==> config.mk <==
export PLATFORM = sky130hd
export DESIGN_NAME = serv_mtimer
export DESIGN_NICKNAME = d
export VERILOG_FILES = /design/src/rtl/serv_mtimer_pkg.sv /design/src/rtl/serv_mtimer_presc.sv /design/src/rtl/serv_mtimer.sv
export SDC_FILE = /design/constraint.sdc
export NUM_CORES = 1
export LEC_CHECK = 0
export CORE_UTILIZATION = 51
export CTS_CLUSTER_SIZE = 24
export DETAILED_ROUTE_END_ITERATION = 8
export MAX_ROUTING_LAYER = met4
export PLACE_DENSITY_LB_ADDON = 0.12
export SYNTH_ARGS = -nofsm -noshare
export SYNTH_HDL_FRONTEND = slang
export SYNTH_SLANG_ARGS = --single-unit
==> constraint.sdc <==
create_clock -name i_clk -period 2.2 [get_ports i_clk]
set_clock_uncertainty 0.2 [all_clocks]
set_input_delay 0.66 -clock i_clk [delete_from_list [all_inputs] [get_ports i_clk]]
set_output_delay 0.66 -clock i_clk [all_outputs]
set_load 0.01 [all_outputs]
==> src/rtl/serv_mtimer_pkg.sv <==
// Shared constants for the serv machine timer: register word map and timer width.
// Width follows SERV_MTIMER_64BIT_EN (64-bit mtime/mtimecmp when defined, 32-bit otherwise).
package serv_mtimer_pkg;

  localparam logic [1:0] MTIME_LO    = 2'd0;
  localparam logic [1:0] MTIME_HI    = 2'd1;
  localparam logic [1:0] MTIMECMP_LO = 2'd2;
  localparam logic [1:0] MTIMECMP_HI = 2'd3;

`ifdef SERV_MTIMER_64BIT_EN
  localparam int unsigned MT_W = 64;
`else
  localparam int unsigned MT_W = 32;
`endif

  localparam logic [MT_W-1:0] MT_ONE       = {{(MT_W-1){1'b0}}, 1'b1};
  localparam logic [MT_W-1:0] MTIMECMP_RST = {MT_W{1'b1}};

  function automatic logic [31:0] word_of(input logic [MT_W-1:0] v, input logic hi);
`ifdef SERV_MTIMER_64BIT_EN
    return hi ? v[63:32] : v[31:0];
`else
    return hi ? 32'd0 : v[31:0];
`endif
  endfunction

  // Replace one 32-bit half, leaving the other half untouched.
  function automatic logic [MT_W-1:0] word_put(input logic [MT_W-1:0] v, input logic hi,
                                               input logic [31:0] dat);
`ifdef SERV_MTIMER_64BIT_EN
    return hi ? {dat, v[31:0]} : {v[63:32], dat};
`else
    return hi ? v : dat;
`endif
  endfunction

endpackage

==> src/rtl/serv_mtimer_presc.sv <==
// Prescaler for the machine timer: counts 0..DIV-1 and flags a tick on the last count.
// A synchronous clear restarts the count from 0.
module serv_mtimer_presc #(
  parameter int DIV   = 1,
  parameter int DIV_W = 16
) (
  input  logic i_clk,
  input  logic i_rst_n,
  input  logic clr,
  output logic tick
);

  localparam logic [DIV_W-1:0] LAST = DIV_W'(DIV - 1);
  localparam logic [DIV_W-1:0] ONE  = {{(DIV_W-1){1'b0}}, 1'b1};

  logic [DIV_W-1:0] cnt_r;
  logic             tick_s;

  // Tick decode from the current count.
  always_comb begin
    tick_s = (cnt_r == LAST);
  end

  // Prescaler counter with clear and wrap.
  always_ff @(posedge i_clk or negedge i_rst_n) begin
    if (!i_rst_n) begin
      cnt_r <= {DIV_W{1'b0}};
    end else if (clr || tick_s) begin
      cnt_r <= {DIV_W{1'b0}};
    end else begin
      cnt_r <= cnt_r + ONE;
    end
  end

  assign tick = tick_s;

endmodule

==> src/rtl/serv_mtimer.sv <==
// serv machine timer: mtime/mtimecmp behind a Wishbone classic slave, registered o_mtip.
// Define SERV_MTIMER_64BIT_EN for 64-bit registers (words 1 and 3 mapped).
module serv_mtimer
  import serv_mtimer_pkg::*;
#(
  parameter int DIV   = 1,
  parameter int DIV_W = 16
) (
  input  logic        i_clk,
  input  logic        i_rst_n,
  input  logic        i_wb_cyc,
  input  logic        i_wb_we,
  input  logic [1:0]  i_wb_adr,
  input  logic [31:0] i_wb_dat,
  output logic [31:0] o_wb_dat,
  output logic        o_wb_ack,
  output logic        o_mtip
);

  logic [MT_W-1:0] mtime_r;
  logic [MT_W-1:0] mtimecmp_r;
  logic [MT_W-1:0] mtime_nxt_s;
  logic [MT_W-1:0] mtimecmp_nxt_s;
  logic            ack_r;
  logic [31:0]     dat_r;
  logic            mtip_r;
  logic            access_s;
  logic            wr_s;
  logic            mtime_wr_s;
  logic            tick_s;
  logic [31:0]     rdata_s;

  serv_mtimer_presc #(
    .DIV   (DIV),
    .DIV_W (DIV_W)
  ) u_presc (
    .i_clk   (i_clk),
    .i_rst_n (i_rst_n),
    .clr     (mtime_wr_s),
    .tick    (tick_s)
  );

  // Bus decode, read mux and next-state for mtime/mtimecmp; an mtime write overrides the tick.
  always_comb begin
    access_s       = i_wb_cyc & ~ack_r;
    wr_s           = access_s & i_wb_we;
    mtime_wr_s     = 1'b0;
    rdata_s        = 32'd0;
    mtimecmp_nxt_s = mtimecmp_r;
    mtime_nxt_s    = tick_s ? (mtime_r + MT_ONE) : mtime_r;
    case (i_wb_adr)
      MTIME_LO: begin
        rdata_s = word_of(mtime_r, 1'b0);
        if (wr_s) begin
          mtime_wr_s  = 1'b1;
          mtime_nxt_s = word_put(mtime_r, 1'b0, i_wb_dat);
        end else begin
          mtime_wr_s  = 1'b0;
        end
      end
      MTIMECMP_LO: begin
        rdata_s = word_of(mtimecmp_r, 1'b0);
        if (wr_s) begin
          mtimecmp_nxt_s = word_put(mtimecmp_r, 1'b0, i_wb_dat);
        end else begin
          mtimecmp_nxt_s = mtimecmp_r;
        end
      end
`ifdef SERV_MTIMER_64BIT_EN
      MTIME_HI: begin
        rdata_s = word_of(mtime_r, 1'b1);
        if (wr_s) begin
          mtime_wr_s  = 1'b1;
          mtime_nxt_s = word_put(mtime_r, 1'b1, i_wb_dat);
        end else begin
          mtime_wr_s  = 1'b0;
        end
      end
      MTIMECMP_HI: begin
        rdata_s = word_of(mtimecmp_r, 1'b1);
        if (wr_s) begin
          mtimecmp_nxt_s = word_put(mtimecmp_r, 1'b1, i_wb_dat);
        end else begin
          mtimecmp_nxt_s = mtimecmp_r;
        end
      end
`endif
      default: begin
        rdata_s = 32'd0;
      end
    endcase
  end

  // State registers, single-cycle ack with read data, and registered compare.
  always_ff @(posedge i_clk or negedge i_rst_n) begin
    if (!i_rst_n) begin
      mtime_r    <= {MT_W{1'b0}};
      mtimecmp_r <= MTIMECMP_RST;
      ack_r      <= 1'b0;
      dat_r      <= 32'd0;
      mtip_r     <= 1'b0;
    end else begin
      mtime_r    <= mtime_nxt_s;
      mtimecmp_r <= mtimecmp_nxt_s;
      ack_r      <= access_s;
      dat_r      <= (access_s && !i_wb_we) ? rdata_s : 32'd0;
      mtip_r     <= (mtime_r >= mtimecmp_r);
    end
  end

  assign o_wb_dat = dat_r;
  assign o_wb_ack = ack_r;
  assign o_mtip   = mtip_r;

endmodule

== Yosys cells after proc, flatten, opt, wreduce, memory -nomap -nowiden ==
Cells that the tools add are included.
W data, S select, Z words.

* $add $sub $neg: 2
* $lt $le $gt $ge: 1
* Equal/unequal tests: 1
* Multiplexer cells: 8
* Bitwise operators: 3
* Reduce and logical (&&, ||, !) cells: 6

{| class="wikitable"
|+ Operator list
! kind !! number
|-
| $mux W32 || 4
|-
| $pmux W32 S2 || 1
|-
| $add A32 B1 Y32 const B || 1
|-
| $ge A32 B32 Y1 || 1
|-
| $add A16 B1 Y16 const B || 1
|-
| $logic_not A16 Y1 || 1
|-
| $mux W16 || 1
|-
| $and A1 B1 Y1 || 2
|-
| $eq A2 B2 Y1 const B || 1
|-
| $logic_not A2 Y1 || 1
|-
| $mux W1 || 2
|-
| $reduce_and A2 Y1 || 1
|-
| $logic_and A1 B1 Y1 || 1
|-
| $logic_not A1 Y1 || 1
|-
| $logic_or A1 B1 Y1 || 1
|-
| $not A1 Y1 || 1
|}

* Bits in registers: 114
* Bits of input ports: 38
* Output and inout bits: 34
* Logic and storage cells: 27

== Logic depth before layout (Yosys ltp) ==
Gate-level depths: netlist of the first run.

* Word-level depth: 7
* Depth in mapped cells: 8
* Gate-level depth less buffers: 7

== Modules after synthesis ==
A second synthesis of the first run with hierarchy kept.

* Cell total of the unflattened synthesis: 571
* Area, all modules: 6,108.4 um^2

{| class="wikitable"
|+ By module, submodules not included
! module !! instances !! cells an instance !! area each (um^2) !! sequential area each (um^2)
|-
| serv_mtimer || 1 || 486 || 5,281.3 || 2,492.4
|-
| serv_mtimer_presc || 1 || 85 || 827.0 || 400.4
|}

== Worst setup path after synthesis of the first run ==
Ideal clock, no wire load.

* Kind: reg2reg
* From: register u_presc.cnt_r[0]
* To: register mtime_r[23]
* Setup time: 0.082 ns
* Data arrival time: 2.077 ns
* Data required time: 1.918 ns
* Setup slack: -0.159 ns
* Stages on the path, launching flop included: 9
* Buffers on the path: 1
* Period minus slack after synthesis: 2.359 ns
* Cells stage by stage: dfrtp_1 inv_1 ha_1 nor4b_2 nand4_2 or3_4 buf_6 or4_1 a31oi_1

* Cells in the longest elaborated chain, start to end: 4

{| class="wikitable"
|+ RTL lines
! element !! line !! source
|-
| from (decl) || serv_mtimer_presc.sv:16 || <nowiki>logic [DIV_W-1:0] cnt_r;</nowiki>
|-
| from (signal assigned) || serv_mtimer_presc.sv:27 || <nowiki>cnt_r <= {DIV_W{1'b0}};</nowiki>
|-
| from (signal assigned) || serv_mtimer_presc.sv:29 || <nowiki>cnt_r <= {DIV_W{1'b0}};</nowiki>
|-
| from (signal assigned) || serv_mtimer_presc.sv:31 || <nowiki>cnt_r <= cnt_r + ONE;</nowiki>
|-
| $logic_not A16 Y1 (*) || serv_mtimer_presc.sv:21 || <nowiki>tick_s = (cnt_r == LAST);</nowiki>
|-
| $mux W32 (*) || serv_mtimer.sv:50 || <nowiki>mtime_nxt_s = tick_s ? (mtime_r + MT_ONE) : mtime_r;</nowiki>
|-
| $mux W32 || serv_mtimer.sv:54 || <nowiki>if (wr_s) begin</nowiki>
|-
| $mux W32 (*) || serv_mtimer.sv:51 || <nowiki>case (i_wb_adr)</nowiki>
|-
| net mtime_nxt_s[23] || serv_mtimer.sv:22 || <nowiki>logic [MT_W-1:0] mtime_nxt_s;</nowiki>
|-
| to (signal assigned) || serv_mtimer.sv:97 || <nowiki>mtime_r <= {MT_W{1'b0}};</nowiki>
|-
| to (signal assigned) || serv_mtimer.sv:103 || <nowiki>mtime_r <= mtime_nxt_s;</nowiki>
|-
| to (decl) || serv_mtimer.sv:20 || <nowiki>logic [MT_W-1:0] mtime_r;</nowiki>
|}

The timed path passes the listed nets; every way through them passes the cells marked *.
A chain may end at the register's enable or synchronous reset.

== Worst setup path in the final report of the first run ==
* From: register u_presc.cnt_r[15]
* To: register mtime_r[21]

The elaborated chain is that of the path after synthesis.

==> results of run 1 <==
-- per-layer routing --
metal  routed length, um  GRT usage (%)
met5                   0              -
met4                 359           10.6
met3                 506           6.12
met2                7950           45.3
met1                6480           30.6
-- cell usage after synthesis, types with 2 or more instances --
master	count
nand3_1	25
and3_1	11
a21oi_1	15
xnor2_1	8
nor2b_1	2
a211o_1	3
or3_1	11
inv_1	44
nand4_1	20
nor4_1	4
dfrtp_1	82
mux2_2	30
or2_2	2
nor3_1	4
mux2i_1	34
clkbuf_1	23
xor2_1	15
o21ai_0	24
or4_1	11
a31oi_1	16
a21o_1	4
o31ai_1	11
dfstp_2	32
a2111oi_0	3
and4_1	6
nand2_1	40
nor2_1	68
ha_1	35
-- logic make-up after synthesis --
logic type      share of synthesized area (%)
xor+xnor                                 3.33
simple gates                             18.3
compound gates                           7.77
mux                                      11.2
fa+ha+maj                                7.23
flops                                    47.7
buf+inv                                  4.48
-- per-stage QoR --
stage          setup TNS [ns]  instance area, sq um  setup slack [ns]
2_1_floorplan          -0.432                  6080           -0.0887
3_3_place_gp           -22.75                  7600            -0.317
3_5_place_dp           -27.46                  7600            -0.381
4_1_cts                 -1.24                  8330            -0.176
5_1_grt                 -3.16                  8480            -0.240
6_report                -1.71                  8480            -0.179
-- final timing paths --
check,slack [ns],start,cells after the start,end
min,0.26,o_wb_ack,1,o_wb_ack
max reg2reg,-0.18,u_presc.cnt_r[15],6,mtime_r[21]
min in group asynchronous,0.51,i_rst_n,2,o_wb_dat[21]
max,-0.18,u_presc.cnt_r[15],6,mtime_r[21]
min reg2reg,0.26,o_wb_ack,1,o_wb_ack
max in group asynchronous,0.63,i_rst_n,3,mtimecmp_r[9]
-- cells in the final DEF (no fill, tap or decap), types with 2 or more instances in the layout --
| master | synthesis | routed |
|---|---|---|
| clkbuf_16 | 0 | 17 |
| buf_12 | 0 | 6 |
| o31ai_1 | 11 | 10 |
| nor2_1 | 68 | 67 |
| ha_1 | 35 | 35 |
| buf_6 | 1 | 4 |
| o21ai_1 | 0 | 6 |
| nor4_4 | 1 | 5 |
| clkbuf_8 | 0 | 5 |
| and3_1 | 11 | 11 |
| nor2b_1 | 2 | 2 |
| or4_1 | 11 | 10 |
| a21oi_1 | 15 | 15 |
| clkdlybuf4s50_1 | 0 | 68 |
| a31oi_1 | 16 | 15 |
| nand3_4 | 0 | 3 |
| or3_4 | 1 | 3 |
| and4_1 | 6 | 4 |
| xnor2_1 | 8 | 8 |
| and4_4 | 0 | 2 |
| buf_8 | 0 | 2 |
| inv_1 | 44 | 44 |
| mux2_2 | 30 | 30 |
| a211o_1 | 3 | 3 |
| dfstp_2 | 32 | 32 |
| clkbuf_1 | 23 | 5 |
| a2111oi_2 | 0 | 2 |
| buf_4 | 0 | 90 |
| nand2_1 | 40 | 40 |
| nor3_1 | 4 | 3 |
| nand3_1 | 25 | 23 |
| xor2_1 | 15 | 15 |
| nand4_1 | 20 | 20 |
| a21o_1 | 4 | 4 |
| o21ai_0 | 24 | 18 |
| mux2i_1 | 34 | 34 |
| clkinv_2 | 0 | 4 |
| or3_1 | 11 | 10 |
| dfrtp_1 | 82 | 82 |
-- what timing repair did --
item                                    in CTS  in global routing
resized for setup                           20                 27
pin swaps                                   19                 13
hold buffers                                 1                  0
buffers inserted                             4                  6
hold endpoints to repair                    20                  0
endpoints found under the setup margin      25                 33
gates cloned                                 2                  0
-- cell type report --
cell class / instances / share of cell area [%]
clock buffer: 27 / 6.05
clock inverter: 5 / 0.590
inverter: 44 / 1.95
multi-input combinational: 414 / 36.6
sequential: 114 / 34.1
tap: 143 / 2.11
timing repair buffer: 173 / 18.6
-- power by group through the flow --
stage               clock, uW  sequential [uW]  combinational (uW)
detailed placement          0             2840                2130
global placement            0             2830                2040
global route             2740             2870                2580
floorplan                   0             2870                1100
finish                   2610             2820                2330
CTS                      2650             2820                2260
-- registers in the layout, indices dropped and copies added (netlist names) --
| name | flops |
|---|---|
| o_wb_ack | 1 |
| o_mtip | 1 |
| mtime_r | 32 |
| u_presc.cnt_r | 16 |
| o_wb_dat | 32 |
| mtimecmp_r | 32 |
-- worst register-to-register path, cell delays in order (launching register included) --
cell     delay, ns
dfrtp_1       0.41
nor4_4        0.34
buf_4         0.18
nand4_4       0.12
or3_4         0.42
or4_4         0.45
a31oi_4       0.19
==> impl_metrics.env, run 1 <==
export IMPL_place_gp_congestion=0.859
export IMPL_yosysTopAreaCell="dfrtp_1"
export IMPL_hold_class="reg2reg"
export IMPL_violations="DRC, setup timing"
export IMPL_clockPowerShare_pct=33.6
export IMPL_vdd_drop_max_mv=0.626
export IMPL_num_fill_cells=834
export IMPL_clk_pin_slew_ns=0.05
export IMPL_hold_ws_ns=0.259
export IMPL_antenna_cells=0
export IMPL_ys_top_cells_by_area="dfrtp_1 34%, dfstp_2 14%, ha_1 7.2%"
export IMPL_die_area_sq_um=12300
export IMPL_ios=72
export IMPL_critical_path_endpoint_type="flop"
export IMPL_outcome="finished, violations left"
export IMPL_stdcell_count=920
export IMPL_port_buffers=71
export IMPL_cp_top_family="simple AND/OR/NAND/NOR gates"
export IMPL_initial_core_util_pct=52.6
export IMPL_intPower_uw=5430
export IMPL_dpl_cell_count=875
export IMPL_die_h_um=111
export IMPL_die_w_um=111
export IMPL_syn_inst=596
export IMPL_synth_warnings=0
export IMPL_nets=837
export IMPL_fmax_ghz=0.420
export IMPL_cts_root_buf="clkbuf_16"
export IMPL_crit_type="reg2reg"
export IMPL_seq_power_share_pct=36.4
export IMPL_core_area_sq_um=11500
export IMPL_grt_pass1_wl_um=24800
export IMPL_finalCriticalPeriod_ns=2.38
export IMPL_antenna_found_initial=0
export IMPL_final_core_util_pct=73.7
export IMPL_crit_chain="nor4_4 -> buf_4 -> nand4_4 -> or3_4 -> or4_4 -> a31oi_4"
export IMPL_drc=4
export IMPL_synthToLayoutAreaGrowth_pct=40.0
export IMPL_worst_pin_slew_ns=0.413
export IMPL_grt_usage_pct=26.7
export IMPL_power_density_nw_per_um2=915
export IMPL_multi_input_area_sq_um=3100
export IMPL_netSwitchingFraction_pct=30.1
export IMPL_synth_seq_area_share_pct=47.7
export IMPL_viasPerCell=5.58
export IMPL_synth_area_sq_um=6060
export IMPL_cts_tree="done"
export IMPL_final_setup_viol_count=16
export IMPL_hold_viol=0
export IMPL_first_iter_violations=250
export IMPL_grt_pass1_vias=5232
export IMPL_grt_ovfl_total=0
export IMPL_maxSlewHeadroom_pct=72.5
export IMPL_ys_types=41
export IMPL_wire_per_inst_um=16.6
export IMPL_crit_path_start_kind="flop"
export IMPL_vias=5132
export IMPL_slowest_delay_ns=0.45
export IMPL_clk_path_buf_depth=2
export IMPL_synth_edf_count=0
export IMPL_netSwitchingPower_uw=2340
export IMPL_path_max_fanout=6
export IMPL_cap_violations=0
export IMPL_finalPower_uw=7770
export IMPL_ys_flop_type="dfrtp_1"
export IMPL_min_period_over_period_pct=108
export IMPL_setup_slack_ns=-0.179
export IMPL_async_flop_share_pct=100
export IMPL_cts_sinks=114
export IMPL_drtAntennaViolNets=0
export IMPL_routed_wl_um=15300
export IMPL_path_buf_inv=1
export IMPL_synth_seq_cells=114
export IMPL_rsz0062_at_grt="true"
export IMPL_cts_made_buffers=17
export IMPL_drive_above_1_share_pct=28.2
export IMPL_drv_slew=0
export IMPL_avgSynthCellArea_sq_um=10.2
export IMPL_grt_start_max_net_pins=47
export IMPL_ff_latch_area_sq_um=2890
export IMPL_synth_nets=669
export IMPL_arrival_ns=2.52
export IMPL_critPathSlowestCell="or4_4"
export IMPL_comb_power_share_pct=30.0
export IMPL_cp_required_ns=2.34
export IMPL_clk_latency_ns=0.42
export IMPL_dp_hpwl_um=10300
export IMPL_p_leak_uw=0.00384
export IMPL_cts_max_level=4
export IMPL_synth_top_cell_area_share_pct=33.9
export IMPL_placementRows=39
export IMPL_first_pass_iters=7
Power figures use the tool's default switching activity.
==> run 2, diff against run 1 <==
--- a/config.mk
+++ b/config.mk
@@ -5,7 +5,8 @@
 export SDC_FILE = /design/constraint.sdc
 export NUM_CORES = 1
 export LEC_CHECK = 0
-export CORE_UTILIZATION = 51
+export ABC_AREA = 1
+export CORE_UTILIZATION = 52
 export CTS_CLUSTER_SIZE = 24
 export DETAILED_ROUTE_END_ITERATION = 8
 export MAX_ROUTING_LAYER = met4
==> impl_metrics.env, run 2 <==
export IMPL_ys_top_cells_by_area="dfrtp_1 31%, nand2_1 14%, dfstp_2 13%"
export IMPL_setup_slack_ns=0.0370
export IMPL_drtAntennaViolNets=0
export IMPL_synth_seq_cells=114
export IMPL_drv_slew=0
export IMPL_die_area_sq_um=13200
export IMPL_cts_sinks=114
export IMPL_final_setup_viol_count=0
export IMPL_rsz0062_at_grt="false"
export IMPL_worst_pin_slew_ns=0.526
export IMPL_clk_pin_slew_ns=0.05
export IMPL_cts_made_buffers=17
export IMPL_cts_hold_buf=0
export IMPL_grt_usage_pct=30.0
export IMPL_synth_top_cell_area_share_pct=31.0
export IMPL_initial_core_util_pct=54.2
export IMPL_nets=1032
export IMPL_critical_path_endpoint_type="output pin"
export IMPL_grt_start_max_net_pins=37
export IMPL_crit_path_start_kind="flop"
export IMPL_drc=0
export IMPL_slowest_delay_ns=0.57
export IMPL_wl_met2_um=8170
export IMPL_cts_max_level=4
export IMPL_pre_cts_ws_ns=-0.296
export IMPL_grt_pass1_vias=5960
export IMPL_path_max_fanout=1
export IMPL_dp_hpwl_um=12700
export IMPL_power_density_nw_per_um2=1020
export IMPL_vdd_drop_max_mv=0.744
export IMPL_placementRows=40
export IMPL_path_buf_inv=1
export IMPL_layout_commonest_cell="nand2_1"
export IMPL_drive_above_1_share_pct=12.7
export IMPL_ys_flop_type="dfrtp_1"
export IMPL_crit_type="reg2out"
export IMPL_clk_path_buf_depth=2
export IMPL_fmax_ghz=0.462
export IMPL_cp_top_family="buffers and inverters"
export IMPL_fin_setup_tns_ns=0
export IMPL_cts_tree="done"
export IMPL_routed_wl_um=17300
export IMPL_yosysTopAreaCell="dfrtp_1"
export IMPL_cap_violations=0
export IMPL_synth_seq_area_share_pct=43.7
export IMPL_outcome="finished, final reports clean"
export IMPL_maxSlewHeadroom_pct=65.0
export IMPL_crit_chain="clkdlybuf4s50_1"
export IMPL_avgSynthCellArea_sq_um=7.62
export IMPL_grt_ovfl_total=0
export IMPL_ios=72
export IMPL_core_area_sq_um=12200
export IMPL_cp_required_ns=1.34
export IMPL_first_pass_iters=5
export IMPL_viasPerCell=5.31
export IMPL_synthToLayoutAreaGrowth_pct=25.2
export IMPL_place_gp_congestion=0.913
export IMPL_clk_latency_ns=0.42
export IMPL_async_flop_share_pct=100
export IMPL_die_w_um=115
export IMPL_critPathSlowestCell="clkdlybuf4s50_1"
export IMPL_stdcell_count=1140
export IMPL_synth_commonest_cells="241 x nand2_1, 96 x inv_1, 83 x nor2_1"
export IMPL_synth_edf_count=0
export IMPL_synth_area_sq_um=6620
export IMPL_wire_per_inst_um=15.2
export IMPL_syn_inst=868
export IMPL_ys_types=38
export IMPL_antenna_found_initial=0
export IMPL_synth_warnings=0
export IMPL_post_synth_top_count_cell="nand2_1"
export IMPL_vias=6052
export IMPL_cts_root_buf="clkbuf_16"
export IMPL_finalCriticalPeriod_ns=2.16
export IMPL_antenna_cells=0
export IMPL_synth_nets=941
export IMPL_wl_met3_um=856
export IMPL_dr_max_layer_used="met4"
export IMPL_p_leak_uw=0.00389
export IMPL_finalPower_uw=8450
export IMPL_dpl_cell_count=1106
export IMPL_most_common_layout_cells="241 x nand2_1, 96 x inv_1, 83 x nor2_1, 82 x dfrtp_1, 67 x a21oi_1"
export IMPL_hold_class="in2async"
export IMPL_drt_met1_wl_um=8010
export IMPL_first_iter_violations=477
export IMPL_die_h_um=115
export IMPL_min_period_over_period_pct=98.3
export IMPL_grt_pass1_wl_um=29200
export IMPL_arrival_ns=1.30
export IMPL_hold_viol=0
export IMPL_port_buffers=71
## run 2: changes by cell type after synthesis, sizes merged, moves of 16 or more
cell	delta
nand2	+203
nor2	+35
mux2i	-34
nand3	+43
o21ai	+28
buf	+16
mux2	-29
a21oi	+52
inv	+55
## run 2: logic make-up after synthesis
logic type / synth area share, %
adders and majority gates: 6.62
AOI/OAI and AO/OA: 10.3
DFF: 43.7
buffers and inverters: 7.77
muxes: 0.170
xor gates and xnor gates: 1.85
and+or+nand+nor: 29.5
## run 2: repair_timing
| action | CTS | global route |
|---|---|---|
| setup endpoints to repair | 1 | 8 |
| buffers inserted | 0 | 2 |
| resized for setup | 1 | 5 |
| pin swaps | 0 | 1 |
## run 2: worst paths after layout
check                                    start             end  slack (ns)  depth (start not counted)
worst max-delay path              o_wb_dat[21]    o_wb_dat[21]        0.04                          1
worst min-delay path                   i_rst_n    o_wb_dat[10]        0.02                          1
worst max register to register  mtimecmp_r[31]          o_mtip        0.09                          8
worst min register to register        o_wb_ack        o_wb_ack        0.25                          1
max in group asynchronous              i_rst_n  mtimecmp_r[21]        1.16                          2
min in group i_clk                    o_wb_ack        o_wb_ack        0.25                          1
## run 2: layout make-up
type	instances	area, sq um
clock buffer	28	517
clock inverter	4	47.5
fill	1045	3930
inverter	99	374
multi-input combinational	627	3220
sequential	114	2890
tap	168	210
timing repair buffer	100	1020
## run 2: power by group
group	switching, uW	internal, uW
Clock	929	1700
Sequential	502	2660
Combinational	1590	1070
## run 2: metal layers
layer  vias up  global-route usage (%)
li1       2976                       -
met1      2859                    39.1
met2       186                    46.9
met3        31                    6.38
met4         0                    9.18
met5         -                       -
## run 2: stage by stage
step | cell area (sq um) | utilization (%) | hold WS, ns
2_1_floorplan | 6620 | - | 0.164
3_3_place_gp | 7690 | 63.0 | 0.249
3_5_place_dp | 7690 | 63.0 | 0.245
4_1_cts | 8250 | 67.6 | 0.0228
5_1_grt | 8290 | 67.9 | 0.0366
6_report | 8290 | 67.9 | 0.0161
==> run 3, diff against run 2 <==
--- a/config.mk
+++ b/config.mk
@@ -6,6 +6,7 @@
 export NUM_CORES = 1
 export LEC_CHECK = 0
 export ABC_AREA = 1
+export CORE_MARGIN = 3
 export CORE_UTILIZATION = 52
 export CTS_CLUSTER_SIZE = 24
 export DETAILED_ROUTE_END_ITERATION = 8
==> impl_metrics.env, run 3 (synthesized netlist as in run 2, its figures left out) <==
export IMPL_power_density_nw_per_um2=1080
export IMPL_r2r_cells=11
export IMPL_min_period_over_period_pct=98.1
export IMPL_num_fill_cells=1010
export IMPL_vdd_drop_max_mv=0.819
export IMPL_most_common_layout_cells="241 x nand2_1, 96 x inv_1, 83 x nor2_1, 82 x dfrtp_1"
export IMPL_first_pass_iters=5
export IMPL_cts_tree="done"
export IMPL_multi_input_area_sq_um=3220
export IMPL_grt_usage_pct=26.8
export IMPL_final_setup_viol_count=0
export IMPL_path_buf_inv=1
export IMPL_hold_depth=1
export IMPL_path_max_fanout=1
export IMPL_setup_slack_ns=0.0409
export IMPL_drive_above_1_share_pct=13.4
export IMPL_crit_path_start_kind="flop"
export IMPL_viasPerCell=5.33
export IMPL_dp_hpwl_um=12700
export IMPL_worstHoldStart="o_wb_ack"
export IMPL_grt_pass1_wl_um=29500
export IMPL_pre_cts_ws_ns=-0.366
export IMPL_routed_wl_um=17500
export IMPL_holdPathEnd="o_wb_ack"
export IMPL_place_gp_congestion=0.959
export IMPL_placementRows=40
export IMPL_finalCriticalPeriod_ns=2.16
export IMPL_vias=6100
export IMPL_worst_pin_slew_ns=0.398
export IMPL_grt_ovfl_total=0
export IMPL_ios=72
export IMPL_critPathSlowestCell="clkdlybuf4s50_1"
export IMPL_maxSlewHeadroom_pct=73.5
export IMPL_reg2reg_from="u_presc.cnt_r[0]"
export IMPL_path_depth=1
export IMPL_hold_viol=0
export IMPL_cts_max_level=4
export IMPL_layout_commonest_cell="nand2_1"
export IMPL_crit_chain="clkdlybuf4s50_1"
export IMPL_grt_start_max_net_pins=37
export IMPL_ff_latch_area_sq_um=2890
export IMPL_port_buffers=71
export IMPL_fmax_ghz=0.463
export IMPL_cts_sinks=114
export IMPL_synthToLayoutAreaGrowth_pct=27.8
export IMPL_final_core_util_pct=69.2
export IMPL_cp_required_ns=1.34
export IMPL_outcome="finished, final reports clean"
export IMPL_nets=1036
export IMPL_die_w_um=119
export IMPL_antenna_cells=0
export IMPL_slowest_delay_ns=0.54
export IMPL_clk_pin_slew_ns=0.06
export IMPL_rrSetupSlack_ns=0.15
export IMPL_arrival_ns=1.30
export IMPL_die_area_sq_um=14100
export IMPL_critical_path_endpoint_type="output pin"
export IMPL_core_area_sq_um=12200
export IMPL_clk_latency_ns=0.42
export IMPL_crit_type="reg2out"
export IMPL_cap_violations=0
export IMPL_clk_path_buf_depth=2
export IMPL_drv_slew=0
export IMPL_first_iter_violations=440
export IMPL_wire_per_inst_um=15.3
export IMPL_rsz0062_at_grt="true"
export IMPL_drtAntennaViolNets=0
export IMPL_hold_class="reg2reg"
export IMPL_antenna_found_initial=0
export IMPL_cts_root_buf="clkbuf_16"
export IMPL_hold_ws_ns=0.251
export IMPL_cts_made_buffers=17
export IMPL_grt_pass1_vias=6092
export IMPL_cp_top_family="buffers and inverters"
export IMPL_p_leak_uw=0.00393
export IMPL_r2r_end="mtime_r[15]"
export IMPL_initial_core_util_pct=54.2
export IMPL_die_h_um=119
export IMPL_drc=0
[run 3: cell types whose count changed in the layout (fill, tap and decap cells not counted), sizes merged]
cell           change
buf                +3
dlymetal6s2s       -2
clkinvlp           +1
clkbuf             -4
clkdlybuf4s50      +2
clkinv             -2
dlygate4sd3        +1
bufinv             +5
[run 3: report_power, final]
part	internal [uW]	total, uW	switching [uW]	leakage [uW]
Combinational	1080	2650	1560	0.00222
Sequential	2660	3180	520	0.00137
Clock	2300	3280	976	0.000339
Total	6050	9110	3060	0.00393
[run 3: how the worst max path moves through the flow]
stage,start,end,slack [ns]
final,o_wb_dat[4],o_wb_dat[4],0.04
after global routing,i_wb_cyc,mtime_r[8],-0.003
after CTS,o_wb_dat[2],o_wb_dat[2],0.01
after detailed placement,i_wb_cyc,mtime_r[2],-0.37
after global placement,i_wb_cyc,mtime_r[3],-0.27
after floorplan,i_wb_adr[1],u_presc.cnt_r[7],0.27
[run 3: through the flow]
step	power, uW	instance area [sq um]	cells	TNS (ns)
after global placement	5640	7680	1106	-10.32
after global routing	9750	8450	1144	-0.00275
after floorplan	4880	6620	868	0
final	9110	8450	1144	0
after detailed placement	5740	7680	1106	-15.21
after CTS	9090	8390	1139	0
[run 3: layout make-up]
class	instances	share of cell area, %
multi-input cells	627	38.1
flip-flops and latches	114	34.2
repair buffers	104	12.4
clock buffers	24	6.05
inverters	99	4.43
well taps	168	2.49
clock inverters	8	2.31
[run 3: per-layer routing]
metal / global-route usage [%] / routed length (um) / vias up
li1: - / - / 2979
met1: 34.9 / 7860 / 2883
met2: 41.4 / 8300 / 198
met3: 5.98 / 969 / 40
met4: 9.63 / 404 / 0
met5: - / 0 / -
[run 3: repair_timing]
| action | CTS | global route |
|---|---|---|
| setup endpoints to repair | 1 | 26 |
| resized for setup | 1 | 3 |
| hold buffers | 1 | 0 |
| buffers inserted | 0 | 5 |
| pin swaps | 0 | 2 |
| cloned | 0 | 0 |
| hold endpoints to repair | 18 | 0 |
